File: config.mk
export PLATFORM = sky130hd
export DESIGN_NAME = notch_sample_fifo
export DESIGN_NICKNAME = d
export VERILOG_FILES = /design/src/rtl/filter_pkg.sv /design/src/rtl/sample_fifo.sv /design/src/rtl/notch_sample_fifo.sv
export SDC_FILE = /design/constraint.sdc
export NUM_CORES = 1
export LEC_CHECK = 0
export CAP_MARGIN = 10
export CORE_ASPECT_RATIO = 0.75
export CORE_MARGIN = 1.5
export CORE_UTILIZATION = 55
export DETAILED_ROUTE_END_ITERATION = 8
export DONT_BUFFER_PORTS = 1
export HOLD_SLACK_MARGIN = 0.06
export PLACE_DENSITY = 0.82
export SLEW_MARGIN = 20
export SYNTH_ARGS = -nofsm -noshare
export SYNTH_HDL_FRONTEND = slang
export SYNTH_HIERARCHICAL = 1
export SYNTH_SLANG_ARGS = --single-unit
File: constraint.sdc
create_clock -name i_CLK -period 7.7 [get_ports i_CLK]
set_input_delay 0 -clock i_CLK [delete_from_list [all_inputs] [get_ports i_CLK]]
set_output_delay 0 -clock i_CLK [all_outputs]
set_load 0.01 [all_outputs]
File: src/rtl/filter_pkg.sv
// Shared constants, FSM state type and float-to-int16 conversion for the
// notch filter output path.
package filter_pkg;

  localparam int FLOAT_BIAS   = 127;
  localparam int FLOAT_MANT_W = 23;
  localparam logic [15:0] INT16_MAX = 16'h7FFF;
  localparam logic [15:0] INT16_MIN = 16'h8000;

  typedef enum logic [1:0] {
    ST_IDLE,
    ST_CONVERT,
    ST_PUSH,
    ST_WAIT_LOW
  } notch_sample_fifo_state_t;

  typedef struct packed {
    logic [15:0] value;
    logic        sat;
  } conv_result_t;

  // trunc(f * 2^scale_exp) clipped to int16; sat flags NaN, inf and clipping
  function automatic conv_result_t float_to_int16(input logic [31:0] f,
                                                  input int scale_exp);
    conv_result_t r;
    logic         sgn;
    logic [7:0]   e;
    logic [22:0]  m;
    logic [23:0]  mag;
    int           k;
    sgn     = f[31];
    e       = f[30:23];
    m       = f[22:0];
    k       = int'(e) - FLOAT_BIAS + scale_exp;
    mag     = '0;
    r.value = '0;
    r.sat   = 1'b0;
    if (e == 8'hFF) begin
      r.sat = 1'b1;
      if (m == '0) r.value = sgn ? INT16_MIN : INT16_MAX;
    end else if (e == 8'h00 || k < 0) begin
      r.value = '0;
    end else if (k >= 15) begin
      r.value = sgn ? INT16_MIN : INT16_MAX;
      r.sat   = !(sgn && k == 15 && m == '0);
    end else begin
      mag     = {1'b1, m} >> (FLOAT_MANT_W - k);
      r.value = sgn ? (~mag[15:0] + 16'd1) : mag[15:0];
    end
    return r;
  endfunction

endpackage

File: src/rtl/sample_fifo.sv
// First-word-fall-through FIFO of 16-bit samples with level and full flags.
module sample_fifo #(
  parameter int unsigned DEPTH = 8
) (
  input  logic                       clk,
  input  logic                       rst_n,
  input  logic                       push,
  input  logic [15:0]                push_data,
  input  logic                       pop,
  output logic [15:0]                head,
  output logic                       not_empty,
  output logic                       full,
  output logic [$clog2(DEPTH+1)-1:0] level
);

  localparam int unsigned AW = $clog2(DEPTH);
  localparam int unsigned LW = $clog2(DEPTH + 1);

  logic [15:0]   mem [DEPTH];
  logic [AW-1:0] wr_ptr;
  logic [AW-1:0] rd_ptr;
  logic [LW-1:0] count;
  logic          do_pop;

  assign do_pop    = pop && (count != '0);
  assign not_empty = (count != '0);
  assign full      = (count == LW'(DEPTH));
  assign level     = count;
  // Empty FIFO presents zero so the head reads as 0 out of reset.
  assign head      = not_empty ? mem[rd_ptr] : '0;

  always_ff @(posedge clk) begin
    if (push) mem[wr_ptr] <= push_data;
  end

  always_ff @(posedge clk or negedge rst_n) begin
    if (!rst_n) begin
      wr_ptr <= '0;
      rd_ptr <= '0;
      count  <= '0;
    end else begin
      if (push)   wr_ptr <= wr_ptr + 1'b1;
      if (do_pop) rd_ptr <= rd_ptr + 1'b1;
      case ({push, do_pop})
        2'b10:   count <= count + 1'b1;
        2'b01:   count <= count - 1'b1;
        default: count <= count;
      endcase
    end
  end

endmodule

File: src/rtl/notch_sample_fifo.sv
// Captures float filter results over a level handshake, converts them to
// saturated int16 and buffers them in an FWFT FIFO for the host transmitter.
module notch_sample_fifo
  import filter_pkg::*;
#(
  parameter int unsigned DEPTH     = 8,
  parameter int          SCALE_EXP = 15
) (
  input  logic                       i_CLK,
  input  logic                       i_RSTN,
  input  logic [31:0]                i_result,
  input  logic                       i_result_valid,
  output logic                       o_result_ack,
  output logic [15:0]                o_sample,
  output logic                       o_sample_valid,
  input  logic                       i_sample_ack,
  output logic                       o_full,
  output logic [$clog2(DEPTH+1)-1:0] o_level,
  output logic [7:0]                 o_sat_cnt
);

  notch_sample_fifo_state_t state, next_state;
  logic [31:0]  captured;
  logic [15:0]  conv_reg;
  logic         capture_en;
  logic         push;
  conv_result_t conv;

  always_comb begin
    conv = float_to_int16(captured, SCALE_EXP);
  end

  always_comb begin
    next_state = state;
    capture_en = 1'b0;
    push       = 1'b0;
    case (state)
      ST_IDLE: begin
        if (i_result_valid && !o_full) begin
          capture_en = 1'b1;
          next_state = ST_CONVERT;
        end
      end
      ST_CONVERT: next_state = ST_PUSH;
      ST_PUSH: begin
        push       = 1'b1;
        next_state = i_result_valid ? ST_WAIT_LOW : ST_IDLE;
      end
      ST_WAIT_LOW: begin
        if (!i_result_valid) next_state = ST_IDLE;
      end
      default: next_state = ST_IDLE;
    endcase
  end

  always_ff @(posedge i_CLK or negedge i_RSTN) begin
    if (!i_RSTN) begin
      state        <= ST_IDLE;
      captured     <= '0;
      conv_reg     <= '0;
      o_result_ack <= 1'b0;
      o_sat_cnt    <= '0;
    end else begin
      state        <= next_state;
      o_result_ack <= (state == ST_CONVERT);
      if (capture_en) captured <= i_result;
      if (state == ST_CONVERT) begin
        conv_reg <= conv.value;
        if (conv.sat && o_sat_cnt != 8'hFF) o_sat_cnt <= o_sat_cnt + 8'd1;
      end
    end
  end

  sample_fifo #(
    .DEPTH(DEPTH)
  ) u_fifo (
    .clk       (i_CLK),
    .rst_n     (i_RSTN),
    .push      (push),
    .push_data (conv_reg),
    .pop       (i_sample_ack),
    .head      (o_sample),
    .not_empty (o_sample_valid),
    .full      (o_full),
    .level     (o_level)
  );

endmodule
After elaboration in Yosys (flattened, before gate mapping)
Memories as Yosys holds them, arrays and structs flattened.
Cells that the tools add are included.

operators by class
  multiplexer cells = 19
  shift-type cells = 1
  equal/unequal tests = 11
  order comparisons = 2
  reductions and logical operators = 15
  $add $sub $neg = 9
  bitwise operators = 1

operators by type and width
  cell                     count
  $mux W16                 6
  $shr A24 B32 Y16         1
  $logic_not A23 Y1        1
  $mux W17                 1
  $add A16 B1 Y16 const B  1
  $not A16 Y16             1
  $sub A6 B10 Y11 const A  1
  $add A9 B5 Y10 const B   1
  $eq A10 B5 Y1 const B    1
  $ge A10 B5 Y1 const B    1
  $lt A10 B1 Y1 const B    1
  $sub A8 B7 Y9 const B    1
  $add A8 B1 Y8 const B    1
  $eq A8 B8 Y1 const B     1
  $logic_not A8 Y1         1
  $ne A8 B8 Y1 const B     1
  $pmux W2 S4              1
  $pmux W4 S2              1
  $mux W1                  7
  $add A3 B1 Y3 const B    2
  $eq A2 B2 Y1 const B     3
  $mux W2                  3
  $logic_and A1 B1 Y1      5
  $add A4 B1 Y4 const B    1
  other kinds (10)         14

word-level totals
  output and inout bits = 31
  logic and storage cells = 67
  memory bits (writable) = 128
  memories = 1
  input port bits = 36
  flip-flop bits (word level) = 69

memories
  memory      depth  bits a word  rd ports  clocked after memory_dff  write ports  line               source
  u_fifo.mem  8      16           1         0                         1            sample_fifo.sv:19  logic [15:0] mem [DEPTH];

Longest topological paths before layout
  word-level depth = 12
  mapped depth = 22
  depth with buffers taken out = 17

Hierarchy
The synthesis kept the hierarchy.

modules (own cells, without submodules)
  module             times used  sequential area each (um^2)  area each (um^2)  cells each
  sample_fifo        1           4,093.9                      5,461.5           262
  notch_sample_fifo  1           1,476.4                      4,967.3           510

Worst setup path before layout
No wires, ideal clock.

  kind = register to register
  from = reg captured[23]
  to = reg conv_reg[14]
  data required time = 7,618 ps
  cell stages (with the launch flop) = 22
  path slack = 3,369 ps
  arrival time = 4,249 ps
  period minus slack after synthesis = 4,331 ps
  setup time = 82 ps
  buffers on the path = 4
  cells stage by stage = dfrtp_1 > buf_2 > buf_2 > inv_1 > ha_1 > buf_6 > nor3_1 > o2bb2ai_1 > nor3_2 > a21oi_2 > xor2_2 > nor3_1 > a21oi_2 > buf_2 > nor2_1 > inv_1 > ha_1 > inv_1 > a211oi_2 > o2bb2ai_1 > a211o_1 > a31oi_1

between the ends
  longest elaborated chain between the ends = 10
  elaborated cells on any way between the ends = 15
  those cells by class = add/sub (4); order compare (2); eq/ne (1); shift (1); mux (4); bitwise (1); reduce/logical (2)

RTL lines
  what                    line                     source
  from (decl)             notch_sample_fifo.sv:23  logic [31:0] captured;
  from (signal assigned)  notch_sample_fifo.sv:66  if (capture_en) captured <= i_result;
  $sub A8 B7 Y9           filter_pkg.sv:34         k = int'(e) - FLOAT_BIAS + scale_exp;
  $add A9 B5 Y10          filter_pkg.sv:34
  $sub A6 B10 Y11         filter_pkg.sv:47         mag = {1'b1, m} >> (FLOAT_MANT_W - k);
  $shr A24 B32 Y16        filter_pkg.sv:47
  $not A16 Y16            filter_pkg.sv:48         r.value = sgn ? (~mag[15:0] + 16'd1) : mag[15:0];
  $add A16 B1 Y16         filter_pkg.sv:48
  $mux W16                filter_pkg.sv:48
  $mux W16                filter_pkg.sv:43         end else if (k >= 15) begin
  $mux W16                filter_pkg.sv:41         end else if (e == 8'h00 || k < 0) begin
  $mux W17 *              filter_pkg.sv:38         if (e == 8'hFF) begin
  to (signal assigned)    notch_sample_fifo.sv:68  conv_reg <= conv.value;
  to (decl)               notch_sample_fifo.sv:24  logic [15:0] conv_reg;

Every way passes the cells marked *; elsewhere a longest branch is shown, timed or not.
A chain may end at the register's enable or synchronous reset.

Worst setup path in the final report
Same ends and word-level chain as after synthesis.

==> results.toml <==
[synth]
synth-edff-count = 128
synth_area_leaders = "edfxtp_1, dfrtp_1, mux4_2"
synth_fa_ha_area_share_pct = 1.32
ys_seq_area_share_pct = 53.4
synth_compound_gate_area_share_pct = 9.32
ys_ff_latch = 197
synth_top_cell_area_share_pct = 36.9
muxShareOfSynthArea_pct = 19.3
syn_nets = 819
synthXorXnorAreaFrac_pct = 2.72
synth_top_family_by_area = "multiplexers"
synth_area_per_cell_um2 = 13.5
synth_ff_type = "edfxtp_1"
synth_top_area_cell = "edfxtp_1"
synthArstFlopShare_pct = 35.0
synth_cells = 772
synthDistinctLibCells = 82
synthSimpleGateAreaFrac_pct = 10.8
syn_area_um2 = 10400
synth-warning-count = 6

[final_layout]
insertedDiodeCount = 0
final_common_cell = "edfxtp_1"
final_cell_mix = "edfxtp_1, dfrtp_1, nor2_1"
layout.nets = 832
fillers = 1338
largest_register_ff_count = 128
area_growth_pct = 10.9
fin_cells = 1045
fin_util_pct = 62.5
drive_above_1_share_pct = 21.3

[timing]
final-max-slew-violation-count = 0
worst_slew_pin_slew_ns = 1.10
rsz0062_at_grt = "false"
period_share_pct = 77.2
finalCriticalPeriod_ns = 5.94
slew_headroom_pct = 25.9
tns_ns = 0
holdWs_ns = 0.0911
finalSetupViolCount = 0
max_freq_mhz = 168
hold_viol_final = 0
fin_skew_ns = 0.0124

[route]
via_count = 6764
routed_wl_mm = 23.3
vias_per_cell = 6.47
dr.pass1.iters = 5
wl_met1_mm = 10.5
drt-initial-drc-count = 659
antenna_left = 0
wl_met3_mm = 1.74
drc_errors = 0
wl_per_cell_um = 22.3
routed.top_layer = "met4"
wl_met2_mm = 10.7

[floorplanning]
die_h_um = 122
dieArea_um2 = 19800
rows = 43
core_um2 = 18500
io_pins = 67
die_w_um = 162
start_util_pct = 56.3

[clock_tree]
cts_root_buffer = "clkbuf_16"
cts_tree = "done"
clk_latency_ns = 0.44
cts.sink_count = 197
cts_buffers = 17
cts_setup_buffers = 0
cts_max_level = 4
clockBufferDepth = 2
path_clk_slew_ns = 0.08
cts-resized-gates = 0

[critical_path]
critPathRequiredTime_ns = 8.06
cp_slowest_cell = "a211oi_2"
worstSetupPathType = "flip-flop to flip-flop"
path_cells = "buf_4 -> inv_1 -> ha_1 -> buf_4 -> and2b_1 -> o2111a_2 -> a211oi_2 -> o22ai_1 -> nand4_1 -> nand2_1 -> a21oi_2 -> nor2_1 -> inv_1 -> ha_1 -> inv_1 -> a211oi_2 -> o2bb2ai_1 -> a211o_1 -> a31oi_1"
cp-end-kind = "flip-flop"
crit_fanout = 41
critPathArrivalTime_ns = 6.30
slowest_delay_ns = 0.71
r2r_cells = 19
crit_path_frequent_cell = "inv_1"
startpoint_type = "flip-flop"

[placement]
port_buffers = 0
dp.cells = 977
hpwlAfterDp_mm = 15.2
gp_congestion = 0.911

[global_routing]
grt_max_degree = 70
overflow = 0
grt_pass1_vias = 6721
antenna_found_initial = 0
grt_pass1_wl_mm = 37.7
track_usage_pct = 25.0

[status]
outcome = "finished, final reports clean"

[min_path]
min_path_type = "primary input to asynchronous set/reset pin"

[run]
drv_cap = 0
[Yosys cell counts (6+ instances only)]
library cell  count
a2111oi_0         7
a211oi_1         11
a21o_1            6
a21oi_1          20
a31oi_1           6
and3_1            8
buf_2            17
buf_6             7
clkbuf_1         18
dfrtp_1          69
edfxtp_1        128
ha_1             11
inv_1            12
mux2_2           42
mux2i_1          31
mux4_2           48
nand2_1          49
nand2b_1          8
nand3_1           6
nand4_1           6
nor2_1           66
nor2b_1           8
nor3_1           16
nor4_1            9
o21ai_0          28
xnor2_1          15
xor2_1           13
[kinds of logic (layout without fill, tap and decap cells)]
logic type,count (synthesis),after routing
xor gates and xnor gates,30,30
buffers and inverters,62,88
AOI/OAI and AO/OA,132,132
adders and majority gates,11,11
muxes,127,127
and+or+nand+nor,213,213
DFF,197,197
[layer usage]
| metal | up-vias | global-route usage, % |
|---|---|---|
| met5 | - | 0 |
| met4 | 0 | 6.82 |
| met3 | 32 | 6.62 |
| met2 | 243 | 38.3 |
| met1 | 3468 | 35.6 |
| li1 | 3021 | - |
[path summary, 6_finish.rpt]
path / start / slack [ns] / to
min reg2reg: u_fifo/wr_ptr[0] / 0.53 / u_fifo/wr_ptr[0]
min in group i_CLK: i_result_valid / 0.18 / captured[31]
max in group asynchronous: i_RSTN / 7.28 / captured[23]
max: captured[23] / 1.76 / conv_reg[14]
max reg2reg: captured[23] / 1.76 / conv_reg[14]
min: i_RSTN / 0.09 / o_sat_cnt[2]
[worst max-delay path: cells and delay by family (launching register included)]
family | cells | cell delay (ns)
buffers and inverters | 5 | 1.23
adders and majority gates | 2 | 0.53
AOI/OAI and AO/OA | 8 | 2.94
and+or+nand+nor | 4 | 0.79
DFF | 1 | 0.32
[cell type report]
type                            instances  area, um^2  area share (%)
Timing Repair Buffer                   43         430            3.72
Clock buffer                           18         429            3.71
Tap cell                              247         309            2.67
Inverter                               13        48.8           0.422
Clock inverter                         14         196            1.70
Sequential cell                       197        5570            48.2
Multi-Input combinational cell        513        4580            39.6
[repair_timing]
action                     CTS  global route
hold buffers                36             0
hold endpoints to repair   106             0
setup endpoints to repair    0             0
[per-stage QoR]
step	setup slack (ns)	area, um^2
finish	1.76	11600
global route	1.28	11600
CTS	1.84	11600
detailed placement	1.88	10600
global placement	2.20	10600
floorplan	3.37	10400
Power is left out: the tool's default activity adds up to more than one toggle a clock period on the data nets, which glitch-free logic cannot reach.
